`src/rtl/efuse_seq_ctrl_if.sv`:
```
// eFuse PHY bus: read/write start pulses, word selects, write data,
// read data and level done strobes. master = controller, slave = PHY.
interface efuse_seq_ctrl_if #(
  parameter int NR  = 64,
  parameter int NW  = 64,
  parameter int RSW = 2,
  parameter int WSW = 2
);
  logic           read_start;
  logic [RSW-1:0] efuse_read_sel;
  logic [NR-1:0]  read_data;
  logic           read_done;
  logic           write_start;
  logic [WSW-1:0] efuse_write_sel;
  logic [NW-1:0]  write_data;
  logic           write_done;

  modport master (
    output read_start, efuse_read_sel,
    output write_start, efuse_write_sel, write_data,
    input  read_data, read_done, write_done
  );

  modport slave (
    input  read_start, efuse_read_sel,
    input  write_start, efuse_write_sel, write_data,
    output read_data, read_done, write_done
  );
endinterface

```
`src/rtl/efuse_seq_ctrl.sv`:
```
// eFuse sequencer: autoload shadow of the whole array plus manual
// password-gated read/write. Ports: clk/rst_n, pmu/rg control, status, phy bus.
module efuse_seq_ctrl #(
  parameter int          NBITS    = 256,
  parameter int          NR       = 64,
  parameter int          NW       = 64,
  parameter logic [15:0] PASSWORD = 16'hA5C3,
  parameter int          TMO      = 1023,
  localparam int RWORDS = NBITS / NR,
  localparam int WWORDS = NBITS / NW,
  localparam int RSW = (RWORDS > 1) ? $clog2(RWORDS) : 1,
  localparam int WSW = (WWORDS > 1) ? $clog2(WWORDS) : 1,
  localparam int TW  = $clog2(TMO + 1)
) (
  input  logic             clk,
  input  logic             rst_n,
  input  logic             pmu_efuse_start,
  input  logic [1:0]       rg_efuse_mode,
  input  logic             rg_efuse_start,
  input  logic [RSW-1:0]   rg_efuse_read_sel,
  input  logic [WSW-1:0]   rg_efuse_write_sel,
  input  logic [15:0]      rg_efuse_password,
  input  logic [NW-1:0]    rg_efuse_wdata,
  output logic [NR-1:0]    rg_efuse_rdata,
  output logic             rg_efuse_done,
  output logic [1:0]       rg_efuse_err,
  output logic [NBITS-1:0] efuse_autoload_data,
  output logic             efuse_autoload_vld,
  output logic             efuse_autoload_done,
  output logic             efuse_no_blank,
  output logic             efuse_busy,
  efuse_seq_ctrl_if.master phy
);

  typedef enum logic [2:0] {
    IDLE, AL_RD, AL_WAIT, RD_WAIT, WR_WAIT
  } state_t;

  localparam logic [RSW-1:0] LAST = RSW'(RWORDS - 1);

  state_t           r_state, w_next;
  logic [RSW-1:0]   r_cnt, r_rsel;
  logic [WSW-1:0]   r_wsel;
  logic [NW-1:0]    r_wdata;
  logic [NR-1:0]    r_rdata;
  logic [NBITS-1:0] r_al_data;
  logic [TW-1:0]    r_tmo;
  logic [1:0]       r_err;
  logic r_done, r_al_done, r_vld, r_nb;
  logic r_rd_q, r_wr_q, r_rd_pulse, r_wr_pulse;

  logic w_pmu, w_man, w_mrd, w_mwr, w_mbad;
  logic w_rd_edge, w_wr_edge, w_tmo, w_last;
  logic w_read_start, w_busy;

  assign w_pmu  = (r_state == IDLE) && pmu_efuse_start;
  assign w_man  = (r_state == IDLE) && !pmu_efuse_start &&
                  rg_efuse_start && r_al_done;
  assign w_mrd  = w_man && (rg_efuse_mode == 2'd0);
  assign w_mwr  = w_man && (rg_efuse_mode == 2'd1) &&
                  (rg_efuse_password == PASSWORD);
  assign w_mbad = w_man && !w_mrd && !w_mwr;

  assign w_rd_edge = phy.read_done && !r_rd_q;
  assign w_wr_edge = phy.write_done && !r_wr_q;
  assign w_tmo     = (r_tmo == TW'(TMO));
  assign w_last    = (r_cnt == LAST);

  always_ff @(posedge clk or negedge rst_n) begin
    if (!rst_n) r_state <= IDLE;
    else        r_state <= w_next;
  end

  always_comb begin
    w_next = r_state;
    unique case (r_state)
      IDLE: begin
        if (w_pmu)      w_next = AL_RD;
        else if (w_mrd) w_next = RD_WAIT;
        else if (w_mwr) w_next = WR_WAIT;
      end
      AL_RD: w_next = AL_WAIT;
      AL_WAIT: begin
        if (w_rd_edge) w_next = w_last ? IDLE : AL_RD;
        else if (w_tmo) w_next = IDLE;
      end
      RD_WAIT: if (w_rd_edge || w_tmo) w_next = IDLE;
      WR_WAIT: if (w_wr_edge || w_tmo) w_next = IDLE;
      default: w_next = IDLE;
    endcase
  end

  // Manual read start is registered so the PHY never sees a
  // combinational path from rg_efuse_start.
  always_comb begin
    w_read_start = r_rd_pulse;
    w_busy       = 1'b1;
    unique case (r_state)
      IDLE:    w_busy = 1'b0;
      AL_RD:   w_read_start = 1'b1;
      default: ;
    endcase
  end

  always_ff @(posedge clk or negedge rst_n) begin
    if (!rst_n) begin
      r_cnt      <= '0;
      r_rsel     <= '0;
      r_wsel     <= '0;
      r_wdata    <= '0;
      r_rdata    <= '0;
      r_al_data  <= '0;
      r_tmo      <= '0;
      r_err      <= '0;
      r_done     <= 1'b0;
      r_al_done  <= 1'b0;
      r_vld      <= 1'b0;
      r_nb       <= 1'b0;
      r_rd_q     <= 1'b0;
      r_wr_q     <= 1'b0;
      r_rd_pulse <= 1'b0;
      r_wr_pulse <= 1'b0;
    end else begin
      r_rd_q     <= phy.read_done;
      r_wr_q     <= phy.write_done;
      r_vld      <= 1'b0;
      r_rd_pulse <= 1'b0;
      r_wr_pulse <= 1'b0;
      r_tmo      <= (w_busy && r_state != AL_RD) ?
                    r_tmo + TW'(1) : '0;
      if (w_pmu) begin
        r_cnt     <= '0;
        r_rsel    <= '0;
        r_nb      <= 1'b0;
        r_al_done <= 1'b0;
      end
      if (w_man) begin
        r_done <= 1'b0;
        r_err  <= '0;
      end
      if (w_mrd) begin
        r_rsel     <= rg_efuse_read_sel;
        r_rd_pulse <= 1'b1;
      end
      if (w_mwr) begin
        r_wsel     <= rg_efuse_write_sel;
        r_wdata    <= rg_efuse_wdata;
        r_wr_pulse <= 1'b1;
      end
      if (w_mbad) begin
        r_err[0] <= 1'b1;
        r_done   <= 1'b1;
      end
      unique case (r_state)
        AL_WAIT: begin
          if (w_rd_edge) begin
            r_al_data[int'(r_cnt)*NR +: NR] <= phy.read_data;
            r_nb <= r_nb | (|phy.read_data);
            if (!w_last) begin
              r_cnt  <= r_cnt + RSW'(1);
              r_rsel <= r_cnt + RSW'(1);
            end else begin
              r_al_done <= 1'b1;
              r_vld     <= 1'b1;
            end
          end else if (w_tmo) begin
            r_err[1] <= 1'b1;
          end
        end
        RD_WAIT: begin
          if (w_rd_edge) begin
            r_rdata <= phy.read_data;
            r_done  <= 1'b1;
          end else if (w_tmo) begin
            r_err[1] <= 1'b1;
            r_done   <= 1'b1;
          end
        end
        WR_WAIT: begin
          if (w_wr_edge) begin
            r_done <= 1'b1;
          end else if (w_tmo) begin
            r_err[1] <= 1'b1;
            r_done   <= 1'b1;
          end
        end
        default: ;
      endcase
    end
  end

  assign rg_efuse_rdata      = r_rdata;
  assign rg_efuse_done       = r_done;
  assign rg_efuse_err        = r_err;
  assign efuse_autoload_data = r_al_data;
  assign efuse_autoload_vld  = r_vld;
  assign efuse_autoload_done = r_al_done;
  assign efuse_no_blank      = r_nb;
  assign efuse_busy          = w_busy;
  assign phy.read_start      = w_read_start;
  assign phy.efuse_read_sel  = r_rsel;
  assign phy.write_start     = r_wr_pulse;
  assign phy.efuse_write_sel = r_wsel;
  assign phy.write_data      = r_wdata;

endmodule

```
`src/flat_wrapper.sv`:
```
// flat-port wrapper written by rule: the top's interface ports become plain ports
module efuse_seq_ctrl_flat 
#(
  parameter int          NBITS    = 256,
  parameter int          NR       = 64,
  parameter int          NW       = 64,
  parameter logic [15:0] PASSWORD = 16'hA5C3,
  parameter int          TMO      = 1023,
  localparam int RWORDS = NBITS / NR,
  localparam int WWORDS = NBITS / NW,
  localparam int RSW = (RWORDS > 1) ? $clog2(RWORDS) : 1,
  localparam int WSW = (WWORDS > 1) ? $clog2(WWORDS) : 1,
  localparam int TW  = $clog2(TMO + 1)
)
  (clk, rst_n, pmu_efuse_start, rg_efuse_mode, rg_efuse_start, rg_efuse_read_sel, rg_efuse_write_sel, rg_efuse_password, rg_efuse_wdata, rg_efuse_rdata, rg_efuse_done, rg_efuse_err, efuse_autoload_data, efuse_autoload_vld, efuse_autoload_done, efuse_no_blank, efuse_busy, phy_read_start, phy_efuse_read_sel, phy_write_start, phy_efuse_write_sel, phy_write_data, phy_read_data, phy_read_done, phy_write_done);
  efuse_seq_ctrl_if #(.NR(NR), .NW(NW), .RSW(2), .WSW(2)) phy_i ();
  input  logic clk;
  input  logic rst_n;
  input  logic pmu_efuse_start;
  input  logic [1:0] rg_efuse_mode;
  input  logic rg_efuse_start;
  input  logic [RSW-1:0] rg_efuse_read_sel;
  input  logic [WSW-1:0] rg_efuse_write_sel;
  input  logic [15:0] rg_efuse_password;
  input  logic [NW-1:0] rg_efuse_wdata;
  output logic [NR-1:0] rg_efuse_rdata;
  output logic rg_efuse_done;
  output logic [1:0] rg_efuse_err;
  output logic [NBITS-1:0] efuse_autoload_data;
  output logic efuse_autoload_vld;
  output logic efuse_autoload_done;
  output logic efuse_no_blank;
  output logic efuse_busy;
  output wire logic [$bits(phy_i.read_start)-1:0] phy_read_start;
  output wire logic [$bits(phy_i.efuse_read_sel)-1:0] phy_efuse_read_sel;
  output wire logic [$bits(phy_i.write_start)-1:0] phy_write_start;
  output wire logic [$bits(phy_i.efuse_write_sel)-1:0] phy_efuse_write_sel;
  output wire logic [$bits(phy_i.write_data)-1:0] phy_write_data;
  input wire logic [$bits(phy_i.read_data)-1:0] phy_read_data;
  input wire logic [$bits(phy_i.read_done)-1:0] phy_read_done;
  input wire logic [$bits(phy_i.write_done)-1:0] phy_write_done;
  assign phy_read_start = phy_i.read_start;
  assign phy_efuse_read_sel = phy_i.efuse_read_sel;
  assign phy_write_start = phy_i.write_start;
  assign phy_efuse_write_sel = phy_i.efuse_write_sel;
  assign phy_write_data = phy_i.write_data;
  assign phy_i.read_data = phy_read_data;
  assign phy_i.read_done = phy_read_done;
  assign phy_i.write_done = phy_write_done;
  efuse_seq_ctrl #(.NBITS(NBITS), .NR(NR), .NW(NW), .PASSWORD(PASSWORD), .TMO(TMO)) u_core (.clk(clk), .rst_n(rst_n), .pmu_efuse_start(pmu_efuse_start), .rg_efuse_mode(rg_efuse_mode), .rg_efuse_start(rg_efuse_start), .rg_efuse_read_sel(rg_efuse_read_sel), .rg_efuse_write_sel(rg_efuse_write_sel), .rg_efuse_password(rg_efuse_password), .rg_efuse_wdata(rg_efuse_wdata), .rg_efuse_rdata(rg_efuse_rdata), .rg_efuse_done(rg_efuse_done), .rg_efuse_err(rg_efuse_err), .efuse_autoload_data(efuse_autoload_data), .efuse_autoload_vld(efuse_autoload_vld), .efuse_autoload_done(efuse_autoload_done), .efuse_no_blank(efuse_no_blank), .efuse_busy(efuse_busy), .phy(phy_i));
endmodule
```
`config.mk`:
```
export PLATFORM = sky130hd
export DESIGN_NAME = efuse_seq_ctrl_flat
export DESIGN_NICKNAME = d
export VERILOG_FILES = /design/src/rtl/efuse_seq_ctrl_if.sv /design/src/rtl/efuse_seq_ctrl.sv /design/src/flat_wrapper.sv
export SDC_FILE = /design/constraint.sdc
export NUM_CORES = 1
export LEC_CHECK = 0
export CORE_AREA = 2 2 216 218
export DETAILED_ROUTE_END_ITERATION = 7
export DIE_AREA = 0 0 218 220
export HOLD_SLACK_MARGIN = 0.03
export PLACE_DENSITY = 0.68
export SLEW_MARGIN = 5
export SYNTH_ARGS = -nofsm -noshare
export SYNTH_HDL_FRONTEND = slang
export SYNTH_SLANG_ARGS = --single-unit
```
`constraint.sdc`:
```
create_clock -name clk -period 2.02 [get_ports clk]
set_input_delay 0.606 -clock clk [delete_from_list [all_inputs] [get_ports clk]]
set_output_delay 0.606 -clock clk [all_outputs]
set_load 0.005 [all_outputs]
```
Word level (Yosys, flattened, before mapping). Cells that the tools add are included.

Bits in registers: 413. Bits of input ports: 156. Output and inout bits: 397. Word-level logic and storage cells: 110.

Add/subtract/negate cells: 3. Equal/unequal tests: 13. Shifts and indexed selects: 2. Muxes and demuxes: 46. Bitwise logic cells: 1. Reductions and logical operators: 27.

Operators with widths (count): bitwise mux 256 bit (1); variable shift 64 x 33 -> 256 bit (first input constant) (1); variable part select 64 x 33 -> 256 bit (1); OR reduction 64 bit (1); negator 8 -> 33 bit (1); two-way mux 1 bit (24); two-way mux 3 bit (7); two-way mux 2 bit (10); == test 16 bit (second input constant) (1); case mux 3 bit (5 select lines) (1); logical AND 1 bit (12); adder 10 x 1 -> 10 bit (second input constant) (1); == test 10 bit (second input constant) (1); two-way mux 10 bit (1); == test 3 x 2 -> 1 bit (second input constant) (2); != test 3 x 1 -> 1 bit (second input constant) (2); logical NOT 1 bit (5); != test 2 x 1 -> 1 bit (second input constant) (2); != test 4 x 1 -> 1 bit (second input constant) (1); case mux 1 bit (2 select lines) (2); AND reduction 2 bit (2); AND reduction 4 bit (1); == test 3 x 1 -> 1 bit (second input constant) (1); == test 3 bit (second input constant) (1); other kinds (9) (10).

Depth between registers and ports, before layout. Gate-level depths: netlist of run 1.

Depth in word-level cells: 12. Depth in mapped cells: 8. Depth with buffers taken out: 5.

Worst setup path before layout of run 1. OpenSTA, ideal clock, no wires.

Path kind: input -> register. Start point: input rg_efuse_mode[1]. End point: register u_core.r_wdata[10], in the netlist u_core.phy.write_data[10]. Library setup time: 0.125 ns. Data arrival time: 2.089 ns. Required time: 1.895 ns. Slack: -0.194 ns. Stages: 5. Path buffers: 1. Cell sequence: nor4b_1 > nand3_1 > nor4_4 > buf_6 > mux2_4.

Longest elaborated chain between the ends: 3.

Ends and longest elaborated chain: start, declared (RTL line flat_wrapper.sv:20) `input logic [1:0] rg_efuse_mode;`; == test 2 x 1 -> 1 bit (RTL line efuse_seq_ctrl.sv:60) `assign w_mwr = w_man && (rg_efuse_mode == 2'd1) &&`; logical AND 1 bit (2 in series) (RTL line efuse_seq_ctrl.sv:60); end signal, assigned (RTL line efuse_seq_ctrl.sv:147) `r_wdata <= rg_efuse_wdata;`; end, declared (RTL line efuse_seq_ctrl.sv:44) `logic [NW-1:0] r_wdata;`.

Every way passes these cells. A chain may end at the register's enable or synchronous reset.

Worst setup path in the final report of run 1.
Start point: register u_core.r_state[2]. End point: output efuse_busy.

Longest elaborated chain between the ends: 2.

Ends and longest elaborated chain: start, declared (RTL line efuse_seq_ctrl.sv:41) `state_t r_state, w_next;`; start signal, assigned (RTL line efuse_seq_ctrl.sv:71) `else r_state <= w_next;`; logical NOT 3 bit (RTL line efuse_seq_ctrl.sv:98) `unique case (r_state)`; two-way mux 1 bit (RTL line efuse_seq_ctrl.sv:98); end, declared (RTL line flat_wrapper.sv:33) `output logic efuse_busy;`.

Every way passes these cells.

==> flow_summary.toml, run 1 <==
[run_status]
status = "finished with violations"
violations = "negative setup slack"

[power]
leakage_nw = 13.4
vdd_ir_drop_max_uv = 889
power.density_nw_per_um2 = 1090

[synth]
synth_nets = 1705
synthFlopType = "dfrtp_1"
synth.distinct_cells = 45
syn_inst = 1542
synth_edf_count = 0
synth_area_um2 = 16400
synth.avg_cell_area_um2 = 10.6
synthArstFlopShare_pct = 100
yosysWarningCount = 0
yosys_register_bits = 413
yosysSeqAreaShare_pct = 63.1

[setup_path]
critPathTopFamily = "flip-flops"
cp_num_buf_inv = 3
critPathMaxFanout = 3
criticalPathCategory = "reg -> out"
cpPeakStageDelay_ns = 0.43
cp_common_cell = "buf_6"
crit_path_top_delay_cell = "dfrtp_2"
reg2reg_slack_ns = -0.07
worstPathArrival_ns = 1.51
crit_required_ns = 1.41
endpoint_kind = "primary output"
crit_chain = "nor3_4, buf_6, inv_4, buf_6"
cp-start-kind = "register"

[floorplan]
die_x_um = 218
ios = 553
die-area_um2 = 48000
num_rows = 79
core_um2 = 45900
die_y_um = 220
start_util_pct = 35.7

[routing]
wl_per_cell_um = 23.9
drt_iter0_markers = 942
drt-pass1-iter-count = 5
routed_wl_um = 69400
vias_per_cell = 5.07
drc = 0
drt.antenna.violating_nets = 0
vias = 14746

[placed_design]
dp_slack_ns = -1.37
gp_congestion = 0.909
dp_hpwl_um = 44300
portBuffers = 552

[timing]
rsz0062_at_grt = "true"
fin_ws_ns = -0.0986
fin_worst_hold_slack_ns = 0.454
final_max_slew_viol_count = 0
tightestPinTransition_ns = 0.527
fin_crit_sh_pct = 105
fin_tns_setup_ns = -1.26
max_freq_ghz = 0.472
min_period_ns = 2.12
fin_skew_ns = 0.0230
setup_violations = 25
finalHoldViolCount = 0
relSlewSlack_pct = 64.6

[final_layout]
syn2layout_area_growth_pct = 62.1
layout.cells.most_common_list = "nand2_1 (503), dfrtp_1 (409), dlygate4sd2_1 (402), o21ai_0 (198), buf_4 (133)"
final_nets = 2427
final_common_cell = "nand2_1"
drive_gt1_share_pct = 21.7
fillCellCount = 3832
postLayoutCoreUtil_pct = 57.9

[cts]
cts.sinks = 413
cts_root_buf = "clkbuf_16"
clk_pin_slew_ns = 0.06
cts_max_level = 2
cts_buffers = 46
clockBufferDepth = 3
cts_tree = "done"
clk_latency_ns = 0.58

[grt]
grt_pass1_wl_um = 93300
grtUsageTotal_pct = 26.1
overflow = 0
grt_max_degree = 81
antenna_found_initial = 4
grt_pass1_vias = 14605

[hold_path]
hp-class = "reg -> reg"

[flow_run]
maxCapViolCount = 0
cells by family (layout without fill, tap and decap cells):
group	count (synthesis)	after routing	synth area share, %
flip-flops	413	413	63.1
multiplexers	133	133	9.35
buffers and inverters	105	860	2.93
AND/OR/NAND/NOR	601	602	15.1
adder cells (fa/ha/maj)	7	7	0.535
XOR/XNOR	5	5	0.267
AO/OA/AOI/OAI	278	278	8.73
other	0	4	0
registers in the layout, summed over array words and instances, names as in the netlist, 2 cells and up:
register and cells:
u_core.efuse_autoload_data 256, u_core.phy.efuse_read_sel 2, u_core.phy.efuse_write_sel 2, u_core.phy.write_data 64, u_core.r_cnt 2, u_core.r_state 3, u_core.r_tmo 10, u_core.rg_efuse_err 2
u_core.rg_efuse_rdata 64
per-stage QoR:
stage | power, mW | area, µm² | cells
3_5_place_dp | 20.6 | 23600 | 2734
2_1_floorplan | 14.2 | 16400 | 1542
4_1_cts | 28.3 | 25600 | 2874
6_report | 28.8 | 26600 | 2909
3_3_place_gp | 20.4 | 23600 | 2734
5_1_grt | 30.2 | 26600 | 2909
power breakdown:
part           internal (mW)  switching (mW)
registers               10.1            1.02
clock network           5.02            3.44
logic                   4.49            4.75
Yosys cell counts (all sizes together) (4+ instances only):
library cell / instances / area share [%]
nor3: 5 / 0.22
nor4: 17 / 0.74
nor3b: 5 / 0.23
nor2b: 4 / 0.15
a21oi: 4 / 0.12
ha: 7 / 0.53
nand2: 521 / 12
nor2: 13 / 0.31
buf: 26 / 1.1
nand3: 15 / 0.53
nand4: 5 / 0.19
o21ai: 262 / 8.0
inv: 5 / 0.11
clkbuf: 74 / 1.7
dfrtp: 413 / 63
mux2: 130 / 9.2
worst paths after layout:
kind                                    from                              to  cells after the start
setup / recovery           u_core.r_state[2]                      efuse_busy                      4
hold / removal               u_core.r_tmo[0]                 u_core.r_tmo[0]                      1
setup reg to reg           u_core.r_state[2]       u_core.phy.write_data[48]                      9
hold reg to reg              u_core.r_tmo[0]                 u_core.r_tmo[0]                      1
max in group asynchronous              rst_n  u_core.efuse_autoload_data[47]                      3
min in group asynchronous              rst_n       u_core.rg_efuse_rdata[38]                      2
layout make-up:
| class | instances | area (µm²) | share of cell area, % |
|---|---|---|---|
| clock inverter | 13 | 154 | 0.580 |
| timing repair buffer | 773 | 7780 | 29.3 |
| inverter | 5 | 21.3 | 0.0801 |
| antenna | 4 | 10.0 | 0.0377 |
| clock buffer | 69 | 1360 | 5.12 |
| tap | 607 | 759 | 2.86 |
| multi-input combinational | 1025 | 6130 | 23.1 |
| sequential | 413 | 10300 | 38.9 |
routing by layer:
| metal | global-route usage [%] | vias up | wire length, µm |
|---|---|---|---|
| li1 | - | 6605 | - |
| met1 | 30.0 | 7289 | 25400 |
| met2 | 45.0 | 708 | 34700 |
| met3 | 8.42 | 144 | 6370 |
| met4 | 10.7 | 0 | 2920 |
| met5 | 0 | - | 0 |
what timing repair did:
| action | CTS | global route |
|---|---|---|
| pin swaps | 14 | 30 |
| hold buffers | 1 | 0 |
| setup endpoints to repair | 442 | 371 |
| gates cloned | 11 | 20 |
| gates resized for setup | 488 | 176 |
| setup buffers | 47 | 14 |
| hold endpoints to repair | 18 | 0 |
No activity file was read; power rests on OpenSTA's default activity.
==> run 2: changes to the inputs <==
Settings changed: CORE_AREA 2 2 216 218 to 2 2 215 217, CTS_CLUSTER_DIAMETER set to 120, DIE_AREA 0 0 218 220 to 0 0 217 219, PLACE_DENSITY 0.68 to 0.66.
Clock period 2.02 ns to 2.7 ns, I/O delays scaled along.
==> run 2 against run 1 <==
Effect of this change: the flow now finishes without violations; routed wire length fell by 15%; clock skew fell by 0.0093 ns; worst hold slack got worse by 0.19 ns; total power fell by 25%; final cell count fell by 4.0%; flip-flop and latch count did not move; clock power fell by 26%; clock-buffer cell count did not move; sequential power fell by 24%.
==> flow_summary.toml, run 2 (synthesis gave the netlist of run 1 again) <==
[final_layout]
syn2layout_area_growth_pct = 52.3
final_nets = 2314
final_cell_area_um2 = 24900
multiInputGateArea_um2 = 5640
stdcell_count = 2793
seq_area_um2 = 10300
layout.cells.most_common_list = "clkdlybuf4s50_1 (550), nand2_1 (521), dfrtp_1 (410), o21ai_0 (262), mux2_2 (107)"
final_common_cell = "clkdlybuf4s50_1"
drive_gt1_share_pct = 14.6
fillCellCount = 3939
largest_reg_flops = 256

[routing]
vias_per_cell = 4.89
routed_wl_um = 59000
drt_iter0_markers = 910
vias = 13645
wl_per_cell_um = 21.1
drt.antenna.violating_nets = 0
drc = 0
drt-pass1-iter-count = 8

[timing]
fin_worst_hold_slack_ns = 0.262
setup_violations = 0
min_period_ns = 2.61
fin_crit_sh_pct = 96.6
relSlewSlack_pct = 48.4
rsz0062_at_grt = "false"
max_freq_ghz = 0.383
final_max_slew_viol_count = 0
tightestPinTransition_ns = 0.766
fin_skew_ns = 0.0136
finalHoldViolCount = 0
fin_tns_setup_ns = 0

[placed_design]
gp_congestion = 0.831
portBuffers = 552
dp_cells = 2701
dp_hpwl_um = 43000
place_area_um2 = 23400

[setup_path]
rr_startpoint = "u_core.r_cnt[0]"
endpoint_kind = "primary output"
cpPeakStageDelay_ns = 0.48
r2r_end = "u_core.efuse_autoload_data[81]"
criticalPathCategory = "reg -> out"
crit_path_top_delay_cell = "clkdlybuf4s50_1"
rr_worst_depth = 6
reg2reg_slack_ns = 0.45
cp-start-kind = "register"
worstPathArrival_ns = 1.80
crit_chain = "nor3_4, inv_1, clkdlybuf4s50_1"
critPathMaxFanout = 5
crit_required_ns = 1.89

[flow_run]
maxCapViolCount = 0

[grt]
grt_pass1_wl_um = 87000
grt_pass1_vias = 14037
antenna_found_initial = 5
grtUsageTotal_pct = 24.3
grt_max_degree = 74
overflow = 0

[floorplan]
die_y_um = 219
ios = 553
start_util_pct = 36.3
die-area_um2 = 47500
core_um2 = 45100
num_rows = 78
die_x_um = 217

[cts]
cts_max_level = 2
cts_tree = "done"
clk_pin_slew_ns = 0.06
clockBufferDepth = 3
cts.sinks = 413
clk_latency_ns = 0.57
cts_buffers = 45
cts_root_buf = "clkbuf_16"

[power]
comb_power_share_pct = 31.7
swShare_pct = 30.2
pwr-share-clk_pct = 29.2
pwr-share-seq_pct = 39.2
power.density_nw_per_um2 = 861
netSwitchingPower_mw = 6.49
vdd_ir_drop_max_uv = 723
leakage_nw = 10.7
power.internal_mw = 15.0

[hold_path]
hp-class = "in -> async"

[run_status]
status = "complete, no violations"
## run 2: cell count changes in the layout (fill, tap and decap cells not counted), sizes merged, moves of 3 or more
| cell | change |
|---|---|
| buf | -97 |
| dlygate4sd2 | -402 |
| clkinv | +3 |
| dlymetal6s2s | -7 |
| clkdlybuf4s50 | +418 |
| clkdlybuf4s15 | -5 |
| clkbuf | -17 |
## run 2: timing repair
action,in CTS,in global routing
setup endpoints to repair,2,2
buffers inserted,2,1
gates resized for setup,4,2
pin swaps,1,0
hold buffers,0,0
gates cloned,0,0
## run 2: critical path, delay by kind of cell, from the launching register on
family	cells	cell delay [ns]
AND/OR/NAND/NOR	1	0.21
flip-flops	1	0.45
buffers and inverters	2	0.57
## run 2: worst max-delay path by stage
stage                     startpoint                   endpoint  slack [ns]  depth (start not counted)
2_1_floorplan       rg_efuse_mode[1]  u_core.phy.write_data[10]        0.28                          5
3_3_place_gp       phy_read_data[37]      u_core.efuse_no_blank       -0.43                          6
3_5_place_dp   rg_efuse_password[15]  u_core.phy.write_data[46]       -0.47                          6
4_1_cts            u_core.r_state[2]             phy_read_start        0.01                          3
5_1_grt            u_core.r_state[0]                 efuse_busy       0.009                          3
6_report           u_core.r_state[1]                 efuse_busy        0.09                          3
## run 2: final cells by class
cell class | count | area share, %
well taps | 600 | 3.01
clock inverters | 15 | 0.567
multi-input cells | 1024 | 22.6
repair buffers | 662 | 26.7
clock buffers | 69 | 5.49
inverters | 5 | 0.0752
flip-flops and latches | 413 | 41.4
diodes | 5 | 0.0502
## run 2: per-stage QoR
stage	total power [mW]	setup WS, ns	utilization [%]
floorplan	10.6	0.282	-
global placement	15.2	-0.427	51.9
detailed placement	15.3	-0.469	51.9
CTS	21.7	0.0107	55.3
global route	22.6	0.00923	55.3
finish	21.5	0.0918	55.3
## run 2: per-layer routing
metal  vias up  part of all wire, %  track usage (%)
met5         -                    0                0
met4         0                  3.4             9.16
met3        98                  8.9             7.97
met2       511                   48             41.1
met1      6659                   39             28.8
li1       6377                    -                -
## run 2: power by group through the flow
stage	combinational (mW)	clock, mW	sequential, mW
floorplan	2.11	0	8.48
global placement	6.73	0	8.43
detailed placement	6.84	0	8.50
CTS	6.89	6.39	8.42
global route	7.35	6.66	8.58
finish	6.81	6.26	8.41
==> run 3: changes to the inputs <==
Settings changed: CORE_AREA 2 2 215 217 to unset, CORE_UTILIZATION set to 35, DIE_AREA 0 0 217 219 to unset, PLACE_DENSITY 0.66 to 0.75.
==> run 3 against run 2 <==
Effect of this change: routed wire length is 2.4% lower; register-to-register slack worse by 0.15 ns; global-route usage is 0.31 points lower; clock-buffer cell count is 9 lower; sequential share of layout area is 0.27 points higher; final cell count is 0.32% lower; core utilization is 1.2 points lower; first-iteration DRC count is 10% lower; clock power is 1% lower; design area is 0.65% lower; maximum frequency is 0.32% lower; critical path type unchanged; largest cell class unchanged.
==> flow_summary.toml, run 3 (synthesis gave the netlist of run 1 again) <==
[timing]
fin_worst_hold_slack_ns = 0.174
finalHoldViolCount = 0
relSlewSlack_pct = 50.1
fin_ws_ns = 0.0834
min_period_ns = 2.62
max_freq_ghz = 0.382
setup_violations = 0
rsz0062_at_grt = "false"
fin_skew_ns = 0.0132
fin_crit_sh_pct = 96.9
final_max_slew_viol_count = 0
tightestPinTransition_ns = 0.742

[floorplan]
core_um2 = 45800
die_x_um = 218
ios = 553
num_rows = 78
die_y_um = 218
die-area_um2 = 47700
start_util_pct = 35.8

[power]
power.total_mw = 21.2
vdd_ir_drop_max_uv = 571
power.density_nw_per_um2 = 857
leakage_nw = 10.6

[grt]
grt_max_degree = 75
antenna_found_initial = 4
overflow = 0
grt_pass1_wl_um = 86900
grt_pass1_vias = 14437
grtUsageTotal_pct = 24.0

[placed_design]
portBuffers = 552
place_area_um2 = 23300
dp_slack_ns = -0.407
dp_hpwl_um = 41200
gp_congestion = 0.846

[final_layout]
syn2layout_area_growth_pct = 51.3
drive_gt1_share_pct = 14.5
layout.cells.most_common_list = "clkdlybuf4s50_1 (551), nand2_1 (521), dfrtp_1 (411), o21ai_0 (262), mux2_2 (107)"
final_nets = 2313
final_cell_area_um2 = 24800
largest_reg_flops = 256
final_common_cell = "clkdlybuf4s50_1"

[setup_path]
worstPathArrival_ns = 1.81
crit_chain = "nor2_2, a21o_1, clkdlybuf4s50_1"
cp-start-kind = "register"
critPathMaxFanout = 4
crit_path_top_delay_cell = "clkdlybuf4s50_1"
crit_required_ns = 1.89
cpPeakStageDelay_ns = 0.52
endpoint_kind = "primary output"
criticalPathCategory = "reg -> out"

[cts]
cts_root_buf = "clkbuf_16"
cts_buffers = 44
clockBufferDepth = 3
clk_latency_ns = 0.56
cts_tree = "done"
cts_max_level = 2
clk_pin_slew_ns = 0.07
cts.sinks = 413
hold_buffers = 0

[run_status]
status = "complete, no violations"

[routing]
vias = 13808
drc = 0
drt_iter0_markers = 815
drt.antenna.violating_nets = 0
wl_per_cell_um = 20.7
vias_per_cell = 4.96
routed_wl_um = 57600
drt-pass1-iter-count = 5

[hold_path]
hp-class = "in -> async"

[flow_run]
maxCapViolCount = 0
==> run 3: cell count changes in the layout (fill, tap and decap cells not counted), sizes merged <==
cell,delta
inv,-1
bufinv,+2
clkdlybuf4s50,+1
dlymetal6s2s,-1
diode,-1
clkbuf,-9
==> run 3: per-stage QoR <==
stage / std cells / util (%) / TNS (ns)
finish: 2784 / 54.1 / 0
global route: 2784 / 54.1 / 0
CTS: 2780 / 54.1 / 0
detailed placement: 2702 / 50.9 / -15.40
global placement: 2702 / 50.9 / -15.04
floorplan: 1542 / - / 0
==> run 3: worst paths after layout <==
path | startpoint | end | slack (ns) | cells past startpoint
min in group clk | u_core.r_tmo[0] | u_core.r_tmo[0] | 0.47 | 1
min reg2reg | u_core.r_tmo[0] | u_core.r_tmo[0] | 0.47 | 1
max reg2reg | u_core.r_cnt[0] | u_core.efuse_autoload_data[51] | 0.30 | 6
max | u_core.r_state[2] | phy_read_start | 0.08 | 3
max in group asynchronous | rst_n | u_core.efuse_autoload_data[213] | 1.67 | 2
min | rst_n | u_core.efuse_autoload_data[220] | 0.17 | 1
==> run 3: area by class of cell <==
type                       instances  area [µm²]
sequential                       413       10300
antenna                            4        10.0
timing repair buffer             662        6560
multi-input combinational       1024        5640
inverter                           5        18.8
tap                              600         751
fill                            3924       21000
clock buffer                      60        1280
clock inverter                    16         189
==> run 3: power breakdown <==
part           switching [mW]  internal [mW]
Sequential              0.835           7.57
Clock                    2.50           3.69
Combinational            3.00           3.65
==> run 3: layer usage <==
metal	vias up	routed length (µm)	track usage (%)
met2	533	28600	41.3
li1	6358	-	-
met3	107	4640	7.20
met4	0	2020	9.02
met1	6810	22300	28.1
met5	-	0	0
==> run 3: critical path, delay by kind of cell, from the launching register on <==
family	cells	cell delay, ns
AO/OA/AOI/OAI	1	0.14
AND/OR/NAND/NOR	1	0.14
buffers and inverters	1	0.52
flip-flops	1	0.45
==> run 3: repair_timing <==
| action | 4_1_cts | 5_1_grt |
|---|---|---|
| setup endpoints to repair | 2 | 1 |
| buffers inserted | 2 | 0 |
| pin swaps | 1 | 0 |
| gates resized for setup | 2 | 1 |
==> RTL edit 1, RTL diff (config.mk and constraints of run 1) <==
Encoding of `state_t`: now one-hot (5 bits for 5 states).
--- a/src/rtl/efuse_seq_ctrl.sv
+++ b/src/rtl/efuse_seq_ctrl.sv
@@ -34,4 +34,4 @@
 
-  typedef enum logic [2:0] {
-    IDLE, AL_RD, AL_WAIT, RD_WAIT, WR_WAIT
+  typedef enum logic [4:0] {
+    IDLE = 5'b00001, AL_RD = 5'b00010, AL_WAIT = 5'b00100, RD_WAIT = 5'b01000, WR_WAIT = 5'b10000
   } state_t;
Formal check against the unedited RTL: no difference found for any inputs over 4 cycles, from zero or initial values and one cycle with rst_n low; so few cycles prove little.
==> RTL edit 1 against run 1 <==
The run still ends with setup timing left; setup slack got worse by 0.23 ns; sequential cell count increased by 2; final cell count about the same; final area decreased by 2.5%; maximum frequency decreased by 9.7%; area after synthesis increased by 0.34%; first-iteration DRC count increased by 2.7%; wire length decreased by 9.7%; die area unchanged; largest cell class unchanged.
Power is not compared: it rests on default switching activity, and its combinational part moved more than twofold at a synthesized area within 25%.
==> RTL edit 1: results (changes against run 1) <==
Global routing:
- The global router's overall resource usage is 25.5% (was 26.1%).
- The number of global-route vias before repair is 14676 (was 14605).
- The global-route met2 utilization is 43.7% (was 45.0%).
- The pin count of the biggest net entering global routing is 73 (was 81).
- The first-pass GRT wire length is 91.7 mm (was 93.3 mm).
- The met1 usage in global routing is 31.4% (was 30.0%).

Worst hold path:
- The start point of the worst hold path is u_core.efuse_autoload_data[185] (was u_core.r_tmo[0]).
- The endpoint with the worst hold slack is u_core.efuse_autoload_data[185] (was u_core.r_tmo[0]).

STA:
- The largest clock skew in the final design is 0.00843 ns (was 0.0230 ns).
- The count of endpoints failing setup in the final report came to 70 (was 25).
- The remaining max-slew budget at the tightest pin is 68.2% (was 64.6%).
- The smallest setup slack after layout is -0.327 ns (was -0.0986 ns).

Worst setup path:
- The largest fanout on the critical path came to 8 (was 3).
- The library cell contributing the largest single delay on the critical path is sky130_fd_sc_hd__or4_4 (was sky130_fd_sc_hd__dfrtp_2).
- The largest stage delay on the critical path was 0.45 ns (was 0.43 ns).
- The capture instance of the worst register-to-register path is u_core.phy.write_data[41] (was u_core.phy.write_data[48]).

Routing:
- The DRC violation total after the first TritonRoute iteration is 967 (was 942).
- The vias per cell came to 5.01 (was 5.07).

Synth:
- The synthesized net count is 1729 (was 1705).
- Cell types with the largest area share after synthesis: sky130_fd_sc_hd__dfrtp_1, sky130_fd_sc_hd__nand2_1, sky130_fd_sc_hd__o21ai_0 (unchanged).

Run status:
- Failing checks: setup timing (unchanged).
- Run status: complete, but fails checks (unchanged).

Clock tree:
- The clock latency reported for the late side of the worst-skew pair is 0.56 ns (was 0.58 ns).
- The clock buffer count from CTS is 44 (was 46).

Placement:
- The instance area after placement is 24000 sq um (was 23600 sq um).
- The detailed placer's ending HPWL is 44.5 mm (was 44.3 mm).

Finish:
- The fraction of layout instances using a drive strength above 1 is 19.0% (was 21.7%).
==> RTL edit 1: cell count changes after synthesis, moves of 4 or more <==
| cell | before | now |
|---|---|---|
| sky130_fd_sc_hd__clkbuf_1 | 73 | 94 |
| sky130_fd_sc_hd__mux2_4 | 10 | 0 |
| sky130_fd_sc_hd__nor3_1 | 4 | 8 |
| sky130_fd_sc_hd__nor4_1 | 16 | 21 |
| sky130_fd_sc_hd__buf_2 | 16 | 6 |
| sky130_fd_sc_hd__nor2_1 | 12 | 17 |
| sky130_fd_sc_hd__mux2_2 | 107 | 112 |
| sky130_fd_sc_hd__buf_6 | 7 | 2 |
| sky130_fd_sc_hd__mux2_1 | 13 | 18 |
| sky130_fd_sc_hd__xnor2_1 | 2 | 6 |
==> RTL edit 1: per-stage QoR <==
step / hold slack, ns / TNS [ns] / instances
after floorplan: 0.310 / -38.91 / 1566
after global placement: 0.460 / -152.24 / 2777
after detailed placement: 0.470 / -160.64 / 2777
after CTS: 0.478 / -24.63 / 2898
after global routing: 0.499 / -22.55 / 2910
final: 0.472 / -18.71 / 2910
==> RTL edit 1: routing by layer <==
| metal | up-vias | part of all wire [%] |
|---|---|---|
| met5 | - | 0 |
| met4 | 0 | 2.7 |
| met3 | 105 | 8.0 |
| met2 | 646 | 50 |
| met1 | 7184 | 39 |
| li1 | 6643 | - |
==> RTL edit 1: layout make-up <==
type                            count  area (sq um)
Inverter                            6          22.5
Multi-Input combinational cell   1042          6030
Timing Repair Buffer              757          7190
Clock buffer                       68          1320
Antenna cell                        3          7.51
Clock inverter                     12           170
Tap cell                          607           759
Fill cell                        4017         20000
Sequential cell                   415         10400
==> RTL edit 1: worst max path at each step <==
stage,endpoint,slack (ns),depth (start not counted),start
finish,u_core.phy.write_data[41],-0.33,6,u_core.r_state[3]
global route,u_core.phy.write_data[41],-0.38,6,u_core.r_state[3]
CTS,u_core.phy.write_data[11],-0.39,6,u_core.r_state[2]
detailed placement,u_core.phy.efuse_write_sel[0],-1.19,6,rg_efuse_password[2]
global placement,u_core.phy.write_data[0],-1.16,6,rg_efuse_password[2]
floorplan,u_core.phy.write_data[45],-0.62,6,rg_efuse_password[2]
==> RTL edit 1: timing repair <==
item	in CTS	in global routing
setup buffers	37	3
hold buffers	1	0
hold endpoints to repair	18	0
gates resized for setup	439	55
pin swaps	6	5
cloned	3	7
endpoints found under the setup margin	470	135
==> RTL edit 1: logic make-up (layout without fill, tap and decap cells) <==
group	after synthesis	count (layout)	share of synthesized area (%)
adder cells (fa/ha/maj)	7	7	0.533
flip-flops	415	415	63.2
buffers and inverters	109	843	2.65
other	0	3	0
AO/OA/AOI/OAI	284	284	8.97
AND/OR/NAND/NOR	613	613	15.3
XOR/XNOR	8	8	0.426
multiplexers	130	130	8.91
==> RTL edit 2, RTL diff (settings of run 1) <==
Without the edit above. `TMO` is set to 1023 in 2 places; all go to 2046.
--- a/src/rtl/efuse_seq_ctrl.sv
+++ b/src/rtl/efuse_seq_ctrl.sv
@@ -7,3 +7,3 @@
   parameter logic [15:0] PASSWORD = 16'hA5C3,
-  parameter int          TMO      = 1023,
+  parameter int          TMO      = 2046,
   localparam int RWORDS = NBITS / NR,
--- a/src/flat_wrapper.sv
+++ b/src/flat_wrapper.sv
@@ -7,3 +7,3 @@
   parameter logic [15:0] PASSWORD = 16'hA5C3,
-  parameter int          TMO      = 1023,
+  parameter int          TMO      = 2046,
   localparam int RWORDS = NBITS / NR,
Formal check against the unedited RTL: no difference found for any inputs over 4 cycles, from zero or initial values and one cycle with rst_n low; that may be too few to reach the edited logic, so the function may still have changed.
==> RTL edit 2 against run 1 <==
The run still ends with setup timing left; total power down 9.0%; count of clock-buffer cells in the layout grew 6; final area fell by 2.5%; sequential cell count is 1 higher; setup slack about the same; core utilization down 1.5 points; combinational power decreased by 20%; area after synthesis increased by 1.7%; wire length decreased by 6.5%; largest cell class unchanged; highest routed layer is now met5.
==> RTL edit 2: results (changes against run 1) <==
Synth:
- The top-area cell type share of the netlist area is 62.2% (was 63.1%).
- Cell types with the largest area share after synthesis: sky130_fd_sc_hd__dfrtp_1, sky130_fd_sc_hd__nand2_1, sky130_fd_sc_hd__o21ai_0 (unchanged).
- The number of instances in the synthesized netlist is 1556 (was 1542).
- The synthesized net count is 1720 (was 1705).
- The sequential cell area fraction in the yosys report came to 62.2% (was 63.1%).
- The flip-flop and latch count after synthesis was 414 (was 413).
- The count of distinct cell types in the synthesized netlist is 49 (was 45).

Routing:
- The DRC violation total after the first TritonRoute iteration is 859 (was 942).
- The number of search-and-repair iterations in the first detailed-routing pass was 4 (was 5).

Clock tree:
- The clock buffer count from CTS is 45 (was 46).
- The number of gates resized after CTS is 409 (was 488).

Finish:
- The fraction of area in clock buffers and inverters is 5.92% (was 5.70%).
- The total of fill cells in the finished design came to 4050 (was 3832).
- The total inserted antenna cells was 12 (was 4).
- The fraction of area in non-clock buffers was 27.8% (was 29.3%).
- The fraction of layout instances using a drive strength above 1 is 18.9% (was 21.7%).
- The number of clock buffers in the layout is 75 (was 69).
- The total of plain and repair buffers excluding clock buffers is 761 (was 773).
- The layout multi-input combinational cell count was 1035 (was 1025).
- The proportion of cell area occupied by registers came to 40.0% (was 38.9%).

STA:
- The smallest setup slack after layout is -0.0985 ns (was -0.0986 ns).
- The remaining max-slew budget at the tightest pin is 66.7% (was 64.6%).
- The count of endpoints failing setup in the final report came to 1 (was 25).
- The largest clock skew in the final design was 0.0102 ns (was 0.0230 ns).

Global routing:
- The first-pass GRT wire length came to 92.8 mm (was 93.3 mm).
- The number of antenna violations at the first check in global routing is 14 (was 4).
- The pin count of the biggest net entering global routing is 67 (was 81).

Run status:
- Failing checks: setup timing (unchanged).
- Run status: complete, but fails checks (unchanged).

Pwr:
- The sum of internal, switching and leakage power is 26200 uW (was 28800 uW).
- The proportion of total power due to net switching was 30.5% (was 31.9%).

Worst setup path:
- The library cell contributing the largest single delay on the critical path is sky130_fd_sc_hd__dfrtp_1 (was sky130_fd_sc_hd__dfrtp_2).
- The largest stage delay on the critical path came to 0.41 ns (was 0.43 ns).

Placement:
- The placed instance count is 2776 (was 2734).
- The setup slack after placement is -0.627 ns (was -1.37 ns).
- The detailed placer's ending HPWL is 47.8 mm (was 44.3 mm).
- The final estimated routing congestion in global placement is 0.950 (was 0.909).
-- RTL edit 2: logic make-up after synthesis --
family                   Yosys count  synth area share [%]
AND/OR/NAND/NOR                  610                  15.0
flip-flops                       414                  62.2
multiplexers                     133                  10.3
adder cells (fa/ha/maj)            8                 0.601
AO/OA/AOI/OAI                    276                  8.53
XOR/XNOR                           8                 0.421
buffers and inverters            107                  2.89
-- RTL edit 2: metal layers --
metal  GRT usage (%)  share of wire (%)  vias up  routed length, um
li1                -                  -     6610                  -
met2            44.0                 48      567              31500
met5               0              0.020        -                 13
met1            30.1                 38     7073              24500
met3            8.09                8.9      135               5790
met4            13.5                4.9        2               3180
-- RTL edit 2: power groups by stage --
stage          Combinational, uW  Clock (uW)  Sequential [uW]
2_1_floorplan               2580           0            10600
3_3_place_gp                7920           0            10500
3_5_place_dp                8020           0            10600
4_1_cts                     7300        8600            10400
5_1_grt                     8090        8960            10600
6_report                    7400        8450            10400
-- RTL edit 2: worst max-delay path, delay by kind of cell, from the launching register on --
family | cells | cell delay (ns)
buffers and inverters | 2 | 0.26
and+or+nand+nor | 1 | 0.09
AOI/OAI and AO/OA | 1 | 0.19
DFF | 1 | 0.41
-- RTL edit 2: path summary, 6_finish.rpt --
path / start / to / slack (ns) / cells after the start
max: u_core.r_state[1] / phy_read_start / -0.1 / 4
min: u_core.efuse_autoload_data[10] / u_core.efuse_autoload_data[10] / 0.47 / 2
max reg2reg: u_core.r_state[2] / u_core.phy.write_data[42] / 0.06 / 8
min reg2reg: u_core.efuse_autoload_data[10] / u_core.efuse_autoload_data[10] / 0.47 / 2
max in group asynchronous: rst_n / u_core.efuse_autoload_data[133] / 0.80 / 3
min in group asynchronous: rst_n / u_core.rg_efuse_rdata[22] / 0.56 / 2
